--- src/rtl/blockade_video_pkg.sv ---
// ---------------------------------------------------------------------------
// blockade_video_pkg
//
// Purpose: shared timing constants and helpers for the Blockade video timing
// generator. Each H and V counter stage imports this package so the raster
// geometry is defined in exactly one place.
//
// Contents:
//   CNT_W               width of the horizontal and vertical counts
//   H_TOTAL, H_ACTIVE   pixels per line / visible pixels per line
//   HS_START, HS_END    horizontal sync window [HS_START, HS_END)
//   V_TOTAL, V_ACTIVE   lines per frame / visible lines per frame
//   VS_START, VS_END    vertical sync window [VS_START, VS_END)
//   in_window()         unsigned half-open window test on a count
// ---------------------------------------------------------------------------
package blockade_video_pkg;

  localparam int unsigned CNT_W    = 9;

  localparam int unsigned H_TOTAL  = 320;
  localparam int unsigned H_ACTIVE = 256;
  localparam int unsigned HS_START = 272;
  localparam int unsigned HS_END   = 296;

  localparam int unsigned V_TOTAL  = 262;
  localparam int unsigned V_ACTIVE = 224;
  localparam int unsigned VS_START = 234;
  localparam int unsigned VS_END   = 237;

  // True when lo <= count < hi. The bounds are wider than the count so that
  // an end bound of 512 (a window running to the last count) still works.
  function automatic logic in_window(input logic [CNT_W-1:0] count,
                                     input int unsigned       lo,
                                     input int unsigned       hi);
    return (32'(count) >= lo) && (32'(count) < hi);
  endfunction

endpackage

--- src/rtl/blockade_video_timing_axis.sv ---
// ---------------------------------------------------------------------------
// timing_axis
//
// Purpose: one axis (horizontal or vertical) of the video timing chain. A
// synchronous wrapping counter with registered sync and blank decodes and a
// combinational terminal-count strobe, equivalent to a 74163 chain plus its
// decode PROM.
//
// Ports:
//   clk      in   system clock
//   reset_n  in   asynchronous active-low reset
//   adv      in   advance enable (pixel ce for H, H terminal count for V)
//   count    out  current count, 0 .. TOTAL-1
//   sync_n   out  low while S_START <= count < S_END (registered)
//   blank    out  high while count >= ACTIVE (registered)
//   tc       out  adv & (count == TOTAL-1), forced low during reset
// ---------------------------------------------------------------------------
module timing_axis
  import blockade_video_pkg::*;
#(
  parameter int unsigned TOTAL   = H_TOTAL,
  parameter int unsigned ACTIVE  = H_ACTIVE,
  parameter int unsigned S_START = HS_START,
  parameter int unsigned S_END   = HS_END
) (
  input  logic             clk,
  input  logic             reset_n,
  input  logic             adv,
  output logic [CNT_W-1:0] count,
  output logic             sync_n,
  output logic             blank,
  output logic             tc
);

  localparam logic [CNT_W-1:0] LAST = CNT_W'(TOTAL - 1);

  logic [CNT_W-1:0] count_q, count_d;
  logic             sync_n_q, sync_n_d;
  logic             blank_q, blank_d;
  logic             at_last;

  // Next-state count and the decodes of that next count. Decoding the next
  // count rather than the current one is what keeps sync/blank aligned with
  // the count they describe despite being registered.
  always_comb begin
    at_last  = (count_q == LAST);
    count_d  = count_q;
    if (adv) begin
      count_d = at_last ? '0 : count_q + CNT_W'(1);
    end
    sync_n_d = ~in_window(count_d, S_START, S_END);
    blank_d  = (32'(count_d) >= ACTIVE);
  end

  // State only moves on an advance, so every output is frozen between ce
  // pulses. Reset puts the axis at count 0 with sync idle and blank low.
  always_ff @(posedge clk or negedge reset_n) begin
    if (!reset_n) begin
      count_q  <= '0;
      sync_n_q <= 1'b1;
      blank_q  <= 1'b0;
    end else if (adv) begin
      count_q  <= count_d;
      sync_n_q <= sync_n_d;
      blank_q  <= blank_d;
    end
  end

  // The strobe is gated by reset_n so it cannot fire while the chain is held.
  assign tc     = reset_n & adv & at_last;
  assign count  = count_q;
  assign sync_n = sync_n_q;
  assign blank  = blank_q;

endmodule

--- src/rtl/blockade_video_timing.sv ---
// ---------------------------------------------------------------------------
// blockade_video_timing
//
// Purpose: Blockade video timing generator. Two cascaded timing_axis stages
// produce the horizontal and vertical raster counts, sync, blanking and
// end-of-line / end-of-frame strobes for the playfield address generator and
// character shifter.
//
// Ports:
//   clk       in   system clock
//   reset_n   in   asynchronous active-low reset
//   ce        in   pixel clock enable, one clk wide
//   hcnt      out  horizontal count (9 bits)
//   vcnt      out  vertical count (9 bits)
//   hsync_n   out  horizontal sync, active low
//   vsync_n   out  vertical sync, active low
//   hblank    out  horizontal blank
//   vblank    out  vertical blank
//   line_tc   out  end-of-line strobe, ce & (hcnt == H_TOTAL-1)
//   frame_tc  out  end-of-frame strobe, line_tc & (vcnt == V_TOTAL-1)
// ---------------------------------------------------------------------------
module blockade_video_timing
  import blockade_video_pkg::*;
#(
  parameter int unsigned P_H_TOTAL  = H_TOTAL,
  parameter int unsigned P_H_ACTIVE = H_ACTIVE,
  parameter int unsigned P_HS_START = HS_START,
  parameter int unsigned P_HS_END   = HS_END,
  parameter int unsigned P_V_TOTAL  = V_TOTAL,
  parameter int unsigned P_V_ACTIVE = V_ACTIVE,
  parameter int unsigned P_VS_START = VS_START,
  parameter int unsigned P_VS_END   = VS_END
) (
  input  logic             clk,
  input  logic             reset_n,
  input  logic             ce,
  output logic [CNT_W-1:0] hcnt,
  output logic [CNT_W-1:0] vcnt,
  output logic             hsync_n,
  output logic             vsync_n,
  output logic             hblank,
  output logic             vblank,
  output logic             line_tc,
  output logic             frame_tc
);

  logic h_tc;
  logic v_tc;

  // Horizontal stage steps on every pixel enable.
  timing_axis #(
    .TOTAL   (P_H_TOTAL),
    .ACTIVE  (P_H_ACTIVE),
    .S_START (P_HS_START),
    .S_END   (P_HS_END)
  ) u_h_axis (
    .clk     (clk),
    .reset_n (reset_n),
    .adv     (ce),
    .count   (hcnt),
    .sync_n  (hsync_n),
    .blank   (hblank),
    .tc      (h_tc)
  );

  // Vertical stage is carried by the horizontal terminal count, so its own
  // terminal count already includes ce and the end-of-line condition.
  timing_axis #(
    .TOTAL   (P_V_TOTAL),
    .ACTIVE  (P_V_ACTIVE),
    .S_START (P_VS_START),
    .S_END   (P_VS_END)
  ) u_v_axis (
    .clk     (clk),
    .reset_n (reset_n),
    .adv     (h_tc),
    .count   (vcnt),
    .sync_n  (vsync_n),
    .blank   (vblank),
    .tc      (v_tc)
  );

  assign line_tc  = h_tc;
  assign frame_tc = v_tc;

endmodule

--- config.mk ---
export PLATFORM = sky130hd
export DESIGN_NAME = blockade_video_timing
export DESIGN_NICKNAME = d
export VERILOG_FILES = /design/src/rtl/blockade_video_pkg.sv /design/src/rtl/blockade_video_timing_axis.sv /design/src/rtl/blockade_video_timing.sv
export SDC_FILE = /design/constraint.sdc
export NUM_CORES = 1
export LEC_CHECK = 0
export CORE_MARGIN = 5
export CORE_UTILIZATION = 25
export CTS_CLUSTER_DIAMETER = 150
export DETAILED_ROUTE_END_ITERATION = 12
export GPL_ROUTABILITY_DRIVEN = 0
export HOLD_SLACK_MARGIN = 0.05
export SKIP_CTS_REPAIR_TIMING = 1
export SYNTH_ARGS = -nofsm -noshare
export SYNTH_HDL_FRONTEND = slang
export SYNTH_SLANG_ARGS = --single-unit
--- constraint.sdc ---
create_clock -name clk -period 3.65 [get_ports clk]
set_input_delay 0.9125 -clock clk [delete_from_list [all_inputs] [get_ports clk]]
set_output_delay 0.9125 -clock clk [all_outputs]
set_load 0.01 [all_outputs]
; Word level (Yosys, flattened, before mapping)
; Cells that the tools add are included.
[totals]
input_bits = 3
wordCells = 28
out_inout_bits = 24
ff_bits = 22
[classes]
magnitude_cmp = 6
add_sub_neg = 2
n_reduce_logical = 2
n_mux = 4
n_eq_ne = 2
bitwise = 6
[op_table]
columns = operator, n
row1 = 9-bit 2-to-1 mux, 4
row2 = "9-bit by 1-bit adder with 9-bit output, second input constant", 2
row3 = "9-bit == test, second input constant", 2
row4 = "9-bit by 8-bit greater-or-equal comparator with 1-bit output, second input constant", 2
row5 = "9-bit greater-or-equal comparator, second input constant", 2
row6 = "9-bit by 8-bit less-than comparator with 1-bit output, second input constant", 1
row7 = "9-bit less-than comparator, second input constant", 1
row8 = 1-bit AND, 4
row9 = 1-bit logical AND, 2
row10 = 1-bit inverter, 2

; Logic depth before layout (Yosys ltp)
; Gate-level depths: netlist (run 1).
[depth]
ltp_word = 6
ltp_mapped = 9
ltp_nobuf = 8

; By module
; From an unflattened synthesis (run 1), not the netlist that was laid out.
[hier_totals]
hier_cells = 140
area_unflattened_um2 = 1347.5
[by_module_without_submodules]
columns = module, n_inst, cells_each, area_each_um2, seq_area_each_um2
row1 = timing_axis (u_h_axis), 1, 69, 675.6, 276.5
row2 = timing_axis (u_v_axis), 1, 71, 671.9, 276.5

; Worst setup path before layout (run 1)
; OpenSTA, ideal clock, no wires.
[synth_path]
path_kind = input port to output port
start = in ce
end = out line_tc
arrival_ns = 1.752
slack_ns = 0.986
required_ns = 2.738
cell_stages = 6
n_path_buf = 2
path_cell_list = buf_4 -> nand3_1 -> nor2_2 -> nand3_4 -> inv_1 -> buf_6
[synth_via]
elab_chain_cells = 2
[synth_lines]
columns = item, line_no
row1 = from (decl), blockade_video_timing.sv:36  ; input logic ce,
row2 = 1-bit AND (2 in series), blockade_video_timing_axis.sv:70  ; assign tc = reset_n & adv & at_last;
row3 = to (decl), blockade_video_timing.sv:43  ; output logic line_tc,
; Every way passes these cells.

; Final worst setup path (run 1)
[layout_path]
start = in ce
end = out frame_tc
[layout_via]
elab_chain_cells = 4
[layout_lines]
columns = item, line_no
row1 = 1-bit AND (4 in series), blockade_video_timing_axis.sv:70
row2 = to (decl), blockade_video_timing.sv:44  ; output logic frame_tc
; Every way passes these cells.

==> flow_summary.yaml, run 1 <==
setup_path:
  critical_path.max_stage_delay_ns: 0.54
  crit_path_end_kind: "primary output"
  crit_arrival_ns: 2.57
  crit_type: "input port to primary output"
  critPathMaxFanout: 8
  cp-start-kind: "input port"
  critical_path_depth: 6
  critPathTopFamily: "buffers and inverters"
  cp_common_cell: "clkdlybuf4s50_1"
  worstPathBufferInverterCount: 2
  r2r_cells: 7
  cp.required_ns: 2.74
  crit_slowest_cell: "clkdlybuf4s50_1"
  path_cells: "clkdlybuf4s50_1 -> nand3_1 -> nor2_2 -> nand3_4 -> nor2_1 -> clkdlybuf4s50_1"
global_route:
  grt_first_pass_wirelength_mm: 5.64
  grt_pass1_vias: 1162
  use_met1_pct: 14.0
  grt_max_degree: 22
  grt-busiest-layer: "met1"
  grt_use_met2_pct: 13.5
  use_met3_pct: 2.37
  grt_usage_pct: 9.56
  grt_overflow_total: 0
  antenna_found_initial: 0
synthesis:
  yosysSeqAreaShare_pct: 38.7
  yosysTopAreaCellShare_pct: 34.9
  yosys.cell_types.count: 38
  synth_ff_type: "dfrtp_1"
  syn_area_per_cell_um2: 8.86
  synth_area_leaders: "dfrtp_1 35%, nand2_1 6.1%, o21ai_0 5.1%, xnor2_1 5.1%, dfstp_2 3.9%"
  yosysTopAreaCell: "dfrtp_1"
  syn_area_um2: 1360
  synth_nets: 160
  synth_cells: 154
  synth_warnings: 0
  synth-seq-cells: 21
  synthArstFlopShare_pct: 100
  synth-edff-count: 0
route:
  dr.pass1.iters: 4
  ant_nets: 0
  drtIter0Drc: 52
  wl_per_cell_um: 12.8
  drc: 0
  avgViaCountPerCell: 4.92
  routed_wl_mm: 3.14
  num_vias: 1210
sta:
  fin_crit_ns: 3.48
  worst_pin_slew_ns: 0.374
  final_hold_viol_count: 0
  fmax_mhz: 287
  slew-limit-headroom_pct: 75.0
  post-route-period-util_pct: 95.4
  whs_ns: 0.498
  final-max-slew-violation-count: 0
  finClkSkew_ns: 0.00456
  setup_viol_count_final: 0
  rsz0062_at_grt: "false"
  tns_ns: 0
power_and_ir_drop:
  cellPowerDensity_nw_per_um2: 390
  finalPower_uw: 670
  ir_worst_vdd_mv: 0.279
  power_leakage_uw: 0.000668
layout:
  multiInputGateArea_um2: 744
  fill_cells: 555
  regArea_um2: 528
  stdcell_count: 246
  insertedDiodeCount: 0
  nets: 183
  drive_gt1_share_pct: 9.09
  areaGrowthSynthToFinish_pct: 26.0
outcome:
  status: "finished, final reports clean"
clocking:
  numCtsBuffers: 3
  cts_tree: "yes"
  clock_sinks: 21
  clock_latency_ns: 0.26
  path_clk_slew_ns: 0.08
  root_buffer: "clkbuf_8"
  ctsHtreeMaxLevel: 1
  cts_buffer_depth: 2
placed_design:
  dp.cells: 242
  port-buffer-count: 26
  dp_hpwl_mm: 2.28
floorplanning:
  initial_core_util_pct: 26.2
  die_h_um: 83.9
  placementRows: 26
  die_area_um2: 7030
  coreArea_um2: 5200
  io_pins: 27
  die_width_um: 83.9
worst_hold_path:
  hold_depth: 2
  hold_path_class: "register to register"
flow_run:
  maxCapViolCount: 0
worst paths after layout:
kind                                   start                 to  slack, ns
max in group asynchronous            reset_n    u_h_axis.sync_n       2.22
max reg2reg                u_h_axis.count[0]    u_h_axis.sync_n       1.63
min in group asynchronous            reset_n  u_v_axis.count[0]       1.15
min reg2reg                   u_v_axis.blank     u_v_axis.blank       0.50
max                                       ce           frame_tc       0.17
min                           u_v_axis.blank     u_v_axis.blank       0.50
sequential cells by signal, indices dropped and copies added, names as in the netlist:
| signal | count |
|---|---|
| u_h_axis.count | 8 |
| u_h_axis.sync_n | 1 |
| u_v_axis.count | 9 |
| u_v_axis.sync_n | 1 |
| u_h_axis.blank | 1 |
| u_v_axis.blank | 1 |
final cells by class:
cell class | count | area share [%]
tap | 70 | 5.10
multi-input combinational | 115 | 43.3
timing repair buffer | 30 | 16.9
inverter | 6 | 1.31
clock buffer | 4 | 2.62
sequential | 21 | 30.7
routing by layer:
| metal | part of all wire [%] | vias up |
|---|---|---|
| met2 | 42 | 50 |
| met1 | 50 | 567 |
| met5 | 0 | - |
| li1 | - | 587 |
| met3 | 6.8 | 6 |
| met4 | 1.4 | 0 |
synth_stat cells (4+ instances only):
master and n:
and3_1 4, nand4_1 4, xor2_1 5, nand2_1 22
dfrtp_1 19, xnor2_1 8, nor2_1 10, buf_2 4
o21ai_0 14, inv_1 6, clkbuf_1 4, nand3_1 8
a21oi_1 5
worst reg2reg max path, stage by stage, from the launching register on:
cell and delay [ns]:
dfrtp_1 0.46, ha_1 0.30, nand3_1 0.14, nor2_2 0.18, buf_4 0.16, mux2_2 0.34, a211oi_1 0.23, a31oi_1 0.13
power breakdown:
| group | leakage, uW | internal, uW | switching, uW |
|---|---|---|---|
| sequential | 0.000270 | 262 | 72.7 |
| combinational | 0.000375 | 101 | 79.7 |
| clock | 0.0000228 | 77.8 | 77.0 |
| total | 0.000668 | 440 | 229 |
kinds of logic (layout without fill, tap and decap cells):
logic type	Yosys count	after routing	synth area share, %
fa+ha+maj	3	3	2.75
xor+xnor	13	13	8.35
mux	4	4	3.12
buf+inv	18	40	6.70
simple gates	62	62	25.7
flops	21	21	38.7
compound gates	33	33	14.7
per-stage QoR:
stage	cell area [um2]	worst slack [ns]	utilization, %
3_5_place_dp	1670	0.146	32.1
3_3_place_gp	1670	0.174	32.1
4_1_cts	1720	0.139	33.0
2_1_floorplan	1360	0.986	-
5_1_grt	1720	0.0369	33.0
6_report	1720	0.167	33.0
layout by cell type (no fill, tap or decap), types with 5 or more instances in the layout:
| cell | netlist | final |
|---|---|---|
| a21oi_1 | 5 | 5 |
| nand3_1 | 8 | 8 |
| inv_1 | 6 | 6 |
| dfrtp_1 | 19 | 19 |
| xnor2_1 | 8 | 8 |
| xor2_1 | 5 | 5 |
| nand2_1 | 22 | 22 |
| clkdlybuf4s50_1 | 0 | 26 |
| o21ai_0 | 14 | 14 |
| nor2_1 | 10 | 10 |
Power figures use the tool's default switching activity.
==> run 2, diff against run 1 <==
--- a/config.mk
+++ b/config.mk
@@ -6,11 +6,12 @@
 export NUM_CORES = 1
 export LEC_CHECK = 0
 export CORE_MARGIN = 5
-export CORE_UTILIZATION = 25
+export CORE_UTILIZATION = 44
 export CTS_CLUSTER_DIAMETER = 150
 export DETAILED_ROUTE_END_ITERATION = 12
 export GPL_ROUTABILITY_DRIVEN = 0
 export HOLD_SLACK_MARGIN = 0.05
+export PLACE_DENSITY = 0.7
 export SKIP_CTS_REPAIR_TIMING = 1
 export SYNTH_ARGS = -nofsm -noshare
 export SYNTH_HDL_FRONTEND = slang
==> flow_summary.yaml, run 2 (same netlist as run 1, synthesis figures left out) <==
outcome:
  status: "finished, final reports clean"
setup_path:
  worstPathBufferInverterCount: 2
  critPathMaxFanout: 8
  cp-start-kind: "input port"
  cp_common_cell: "clkdlybuf4s50_1"
  critical_path.max_stage_delay_ns: 0.54
  crit_path_end_kind: "primary output"
  crit_slowest_cell: "clkdlybuf4s50_1"
  critPathTopFamily: "buffers and inverters"
  path_cells: "clkdlybuf4s50_1 -> nand3_1 -> nor2_2 -> nand3_4 -> nor2_1 -> clkdlybuf4s50_1"
  cp.required_ns: 2.74
  crit_type: "input port to primary output"
  crit_arrival_ns: 2.56
sta:
  finClkSkew_ns: 0.00342
  rsz0062_at_grt: "false"
  post-route-period-util_pct: 95.1
  fmax_mhz: 288
  worst_pin_slew_ns: 0.437
  final_hold_viol_count: 0
  setup_viol_count_final: 0
  final-max-slew-violation-count: 0
  tns_ns: 0
  slew-limit-headroom_pct: 70.5
  fin_crit_ns: 3.47
placed_design:
  dp.cells: 205
  dp_hpwl_mm: 2.27
  port-buffer-count: 26
  dpl_cell_area_um2: 1630
global_route:
  grt_first_pass_wirelength_mm: 5.09
  grt_usage_pct: 14.9
  grt_pass1_vias: 1149
  antenna_found_initial: 0
  grt_overflow_total: 0
  grt_max_degree: 22
floorplanning:
  io_pins: 27
  placementRows: 20
  coreArea_um2: 3000
  die_h_um: 65.7
  die_area_um2: 4310
  initial_core_util_pct: 45.4
  die_width_um: 65.7
layout:
  final_cell_mix: "26 x clkdlybuf4s50_1, 22 x nand2_1, 19 x dfrtp_1"
  largest_reg_flops: 9
  nets: 183
  fill_cells: 288
  regArea_um2: 528
  stdcell_count: 209
  insertedDiodeCount: 0
  areaGrowthSynthToFinish_pct: 21.2
  design_area_um2: 1650
  drive_gt1_share_pct: 9.09
  multiInputGateArea_um2: 744
  final_common_cell: "clkdlybuf4s50_1"
clocking:
  root_buffer: "clkbuf_4"
  ctsHtreeMaxLevel: 1
  clock_latency_ns: 0.30
  clock_sinks: 21
  cts_tree: "yes"
  cts_buffer_depth: 2
  path_clk_slew_ns: 0.12
  numCtsBuffers: 3
power_and_ir_drop:
  cellPowerDensity_nw_per_um2: 381
  power_leakage_uw: 0.000660
  ir_worst_vdd_mv: 0.239
route:
  avgViaCountPerCell: 5.79
  drtIter0Drc: 60
  ant_nets: 0
  wl_per_cell_um: 14.9
  routed_wl_mm: 3.11
  drc: 0
  num_vias: 1210
  dr.pass1.iters: 4
worst_hold_path:
  hold_path_class: "register to register"
flow_run:
  maxCapViolCount: 0
==> run 2: changes by cell type in the layout (fill, tap and decap cells not counted) <==
cell	delta
clkbuf_8	-3
clkbuf_4	+3
==> run 2: cell type report <==
type	count	share of cell area, %
repair buffers	30	17.6
multi-input cells	115	45.0
clock buffers	4	1.59
flip-flops and latches	21	31.9
inverters	6	1.36
well taps	33	2.50
==> run 2: worst register-to-register path: stages (launching register included) <==
cell and delay (ns):
dfrtp_1 0.47, ha_1 0.29, and3_1 0.23, or4b_1 0.51, o31ai_1 0.08, a211oi_1 0.11, a31oi_1 0.23
==> run 2: worst paths after layout <==
path | startpoint | to | slack [ns] | cells after the start
worst max-delay path | ce | frame_tc | 0.18 | 6
worst min-delay path | u_v_axis.sync_n | u_v_axis.sync_n | 0.51 | 2
worst max register to register | u_h_axis.count[0] | u_h_axis.sync_n | 1.65 | 6
worst min register to register | u_v_axis.sync_n | u_v_axis.sync_n | 0.51 | 2
max in group asynchronous | reset_n | u_v_axis.sync_n | 2.31 | 2
min in group asynchronous | reset_n | u_v_axis.count[3] | 1.06 | 2
==> run 2: metal layers <==
metal  global-route usage [%]  part of all wire [%]  up-vias
met5                        0                     0        -
met4                     7.51                   1.8        0
met3                     2.56                   3.9        7
met2                     25.9                    50       34
met1                     17.5                    44      583
li1                         -                     -      586
==> run 2: where the power goes <==
| group | internal (uW) | leakage, uW | switching (uW) |
|---|---|---|---|
| clock network | 42.6 | 0.0000150 | 72.7 |
| logic | 101 | 0.000375 | 83.0 |
| registers | 262 | 0.000270 | 69.2 |
==> run 2: stage by stage <==
step / worst slack [ns] / hold slack [ns] / total power (uW) / util [%]
6_report: 0.180 / 0.507 / 630 / 55.0
5_1_grt: 0.0411 / 0.524 / 670 / 55.0
4_1_cts: 0.160 / 0.510 / 641 / 55.0
3_5_place_dp: 0.163 / 0.486 / 521 / 54.2
3_3_place_gp: 0.209 / 0.492 / 513 / 54.2
2_1_floorplan: 0.986 / 0.491 / 435 / -
